--- src/rtl/fanout_bcast8.sv ---
// fanout_bcast8: eager-fork broadcast of one valid/ready word to eight ports a..h.
// Optional macro FANOUT_BCAST8_PORT_MASK_EN adds a per-word port_mask input.
module fanout_bcast8 #(
    parameter int Port_Num = 2,
    parameter int WIDTH    = 8
) (
    input  logic             clk,
    input  logic             rst_n,
    input  logic [WIDTH-1:0] in_data,
    input  logic             in_valid,
    output logic             in_ready,
`ifdef FANOUT_BCAST8_PORT_MASK_EN
    input  logic [7:0]       port_mask,
`endif
    output logic [WIDTH-1:0] a,
    output logic [WIDTH-1:0] b,
    output logic [WIDTH-1:0] c,
    output logic [WIDTH-1:0] d,
    output logic [WIDTH-1:0] e,
    output logic [WIDTH-1:0] f,
    output logic [WIDTH-1:0] g,
    output logic [WIDTH-1:0] h,
    output logic [7:0]       vld,
    input  logic [7:0]       rdy,
    output logic             busy,
    output logic [15:0]      word_cnt
);

    typedef enum logic {
        IDLE = 1'b0,
        HOLD = 1'b1
    } state_t;

    state_t           state;
    logic [7:0]       pending;
    logic [WIDTH-1:0] hold;

    logic [7:0] remain;
    logic [7:0] load_mask;
    logic       accept;
    logic       complete;
    logic       zero_load;
    logic [1:0] cnt_inc;

    // Port_Num is an interface tag shared with the combine blocks only.
    if (Port_Num < 0) begin : g_port_num_tag
    end

    always_comb begin
        remain   = pending & ~rdy;
        in_ready = (remain == 8'h00);
        accept   = in_valid & in_ready;
`ifdef FANOUT_BCAST8_PORT_MASK_EN
        load_mask = port_mask;
`else
        load_mask = 8'hFF;
`endif
        complete  = (state == HOLD) && (remain == 8'h00);
        // A fully masked word is delivered the moment it is accepted.
        zero_load = accept && (load_mask == 8'h00);
        cnt_inc   = {1'b0, complete} + {1'b0, zero_load};
    end

    always_ff @(posedge clk) begin
        if (!rst_n) begin
            state    <= IDLE;
            pending  <= 8'h00;
            hold     <= '0;
            word_cnt <= 16'h0000;
        end else begin
            if (accept) begin
                hold    <= in_data;
                pending <= load_mask;
                state   <= (load_mask != 8'h00) ? HOLD : IDLE;
            end else begin
                pending <= remain;
                state   <= (remain != 8'h00) ? HOLD : IDLE;
            end
            word_cnt <= word_cnt + 16'(cnt_inc);
        end
    end

    assign a    = hold;
    assign b    = hold;
    assign c    = hold;
    assign d    = hold;
    assign e    = hold;
    assign f    = hold;
    assign g    = hold;
    assign h    = hold;
    assign vld  = pending;
    assign busy = |pending;

endmodule

--- config.mk ---
export PLATFORM = sky130hd
export DESIGN_NAME = fanout_bcast8
export DESIGN_NICKNAME = d
export VERILOG_FILES = /design/src/rtl/fanout_bcast8.sv
export SDC_FILE = /design/constraint.sdc
export NUM_CORES = 1
export LEC_CHECK = 0
export CELL_PAD_IN_SITES_DETAIL_PLACEMENT = 1
export CELL_PAD_IN_SITES_GLOBAL_PLACEMENT = 2
export CORE_MARGIN = 3
export CORE_UTILIZATION = 22
export CTS_CLUSTER_DIAMETER = 120
export DETAILED_ROUTE_END_ITERATION = 8
export PLACE_DENSITY_LB_ADDON = 0.1
export REMOVE_ABC_BUFFERS = 1
export SLEW_MARGIN = 25
export SYNTH_ARGS = -nofsm -noshare
export SYNTH_HDL_FRONTEND = slang
export SYNTH_SLANG_ARGS = --single-unit
--- constraint.sdc ---
create_clock -name clk -period 6 [get_ports clk]
set_clock_uncertainty 0.05 [all_clocks]
set_input_delay 1.2 -clock clk [delete_from_list [all_inputs] [get_ports clk]]
set_output_delay 1.2 -clock clk [all_outputs]
set_load 0.05 [all_outputs]
==> impl_metrics.env <==
export IMPL_status="finished clean"
export IMPL_nFillCells=947
export IMPL_max_freq_mhz=207.8
export IMPL_cp_arrival_ps=3560
export IMPL_ys_seq_area_share_pct=35.32
export IMPL_grt_ovfl_total=0
export IMPL_layout_setup_ws_ps=1189
export IMPL_cts_buffers_inserted=5
export IMPL_grt_setup_unrepaired="false"
export IMPL_hold_ws_ps=424.0
export IMPL_fin_cells=367
export IMPL_grt_usage_pct=10.78
export IMPL_fin_nets=282
export IMPL_yosysWarningCount=0
export IMPL_total_power_uw=854.6
export IMPL_area_growth_pct=46.09
export IMPL_cts_htree_levels=2
export IMPL_vias=1497
export IMPL_worst_r2r_startpoint="vld[7]$_SDFF_PN0_"
export IMPL_report_final_slew_viol_count=0
export IMPL_antenna_found_initial=0
export IMPL_die_h_um=98.21
export IMPL_synth_cell_area_um2=1871
export IMPL_clkSinkCount=33
export IMPL_cts_tree="built"
export IMPL_num_io_pins=109
export IMPL_postSynthCellCount=208
export IMPL_fin_area_um2=2733
export IMPL_cp_max_fo=3
export IMPL_initial_core_util_pct=22.77
export IMPL_routed_wl_mm=4.852
export IMPL_finish_utilization_pct=33.26
export IMPL_ctsLongestPathBuffers=2
export IMPL_gp_congestion=0.6863
export IMPL_slew_headroom_pct=59.46
export IMPL_avgSynthCellArea_um2=8.993
export IMPL_place_area_um2=2631
export IMPL_worstMarginPinSlew_ps=605.6
export IMPL_clk_pin_slew_worst_paths_ps=60
export IMPL_synth_edf_count=0
export IMPL_synth_distinct_cells=32
export IMPL_setup_viol_count_final=0
export IMPL_final_setup_tns_ps=0
export IMPL_io_buffers=108
export IMPL_rows=33
export IMPL_period_share_pct=80.19
export IMPL_post_cts_resized=0
export IMPL_insertedDiodeCount=0
export IMPL_ys_flop_type="dfxtp_1"
export IMPL_hold_class="reg2reg"
export IMPL_die_area_um2=9645
export IMPL_ctsHoldBuffers=0
export IMPL_p_per_area_nw_per_um2=312.8
export IMPL_cap_violations=0
export IMPL_netlist_area_leader_share_pct=35.32
export IMPL_required_ps=4750
export IMPL_first_pass_iters=4
export IMPL_grt_pass1_vias=1753
export IMPL_worstHoldStart="word_cnt[15]$_SDFF_PN0_"
export IMPL_insertion_delay_ps=280
export IMPL_ant_nets=0
export IMPL_dp_cells=359
export IMPL_p_leak_nw=1.020
export IMPL_path_class="in2out"
export IMPL_grt_max_degree=45
export IMPL_cts_root_buf="clkbuf_8"
export IMPL_cp_start_kind="input port"
export IMPL_dp_hpwl_mm=3.601
export IMPL_ir_drop_mv=0.1130
export IMPL_pre_cts_ws_ps=1170
export IMPL_worstSetupStartpoint="rdy[7]"
export IMPL_drtIter0Drc=16
export IMPL_synth_area_leaders="dfxtp_1 (35%), buf_4 (22%), mux2i_1 (5.4%)"
export IMPL_min_period_ps=4811
export IMPL_yosys_area_top_type="dfxtp_1"
export IMPL_core_um2=8217
export IMPL_worst_setup_path_end_kind="output port"
export IMPL_drc=0
export IMPL_hold_violations=0
export IMPL_ys_ff_latch=33
export IMPL_drt_vias_per_instance=4.079
export IMPL_grt_pass1_wl_mm=8.362
export IMPL_fp_dieW_um=98.21
export IMPL_drive_gt1_share_pct=5.725
export IMPL_avgRoutedWirePerCell_um=13.22
export IMPL_async_flop_share_pct=0
export IMPL_cts_setup_buffers=0
## cell usage after synthesis, types with 4 or more instances
master,number
mux2i_1,10
nand2_1,25
nor2b_1,8
and2_1,12
nand3_1,6
clkbuf_1,6
nor4_1,5
o21a_1,8
dfxtp_1,33
xor2_1,6
buf_4,56
inv_1,4
## sequential cells by signal, indices dropped and copies added (netlist names)
register	count
state	1
vld	8
a	8
word_cnt	16
## layout make-up
class                      count  area, um2  area share, %
clock buffer                   7      96.34          3.526
clock inverter                 1      5.005         0.1832
inverter                       4      15.01         0.5495
multi-input combinational    107      720.7          26.37
sequential                    33      660.6          24.18
tap                          105      131.4          4.808
timing repair buffer         110       1104          40.38
## report_power, final
part	leakage [nW]	total, mW	internal (mW)	switching [mW]
Clock	0.0542	0.185	0.104	0.0817
Sequential	0.269	0.258	0.236	0.0224
Combinational	0.697	0.411	0.138	0.274
## per-layer routing
metal,routed length (um),global-route usage [%]
met5,0,0
met4,69,3.466
met3,460,5.286
met2,2056,16.07
met1,2265,13.65
## final timing paths
| check | end | slack (ps) | depth (start not counted) |
|---|---|---|---|
| setup / recovery | in_ready | 1190 | 5 |
| hold / removal | word_cnt[15]$_SDFF_PN0_ | 420 | 2 |
| setup reg to reg | word_cnt[15]$_SDFF_PN0_ | 2930 | 9 |
| hold reg to reg | word_cnt[15]$_SDFF_PN0_ | 420 | 2 |
## layout by cell type, fill, tap and decap left out, types with 4 or more instances in the layout
cell type,netlist,layout
clkdlybuf4s50_1,0,108
dfxtp_1,33,33
nand2_1,25,25
and2_1,12,12
mux2i_1,10,10
nor2b_1,8,8
o21a_1,8,8
clkbuf_8,0,7
nand3_1,6,6
xor2_1,6,6
nor4_1,5,5
inv_1,4,4
## critical path, cell delays in order
cell and delay, ps:
clkdlybuf4s50_1 510, nor2b_4 50, or4_4 560, nor4_2 370, clkdlybuf4s50_1 870
## logic make-up (layout without fill, tap and decap cells)
kind of cell               Yosys count  count (layout)  share of synthesized area [%]
AOI/OAI and AO/OA                   15              15                          5.820
xor gates and xnor gates             9               9                          4.214
adders and majority gates            2               2                          1.338
buffers and inverters               68             122                          26.15
DFF                                 33              33                          35.32
muxes                               10              10                          5.351
and+or+nand+nor                     71              71                          21.81
(Power assumes the default switching activity.)
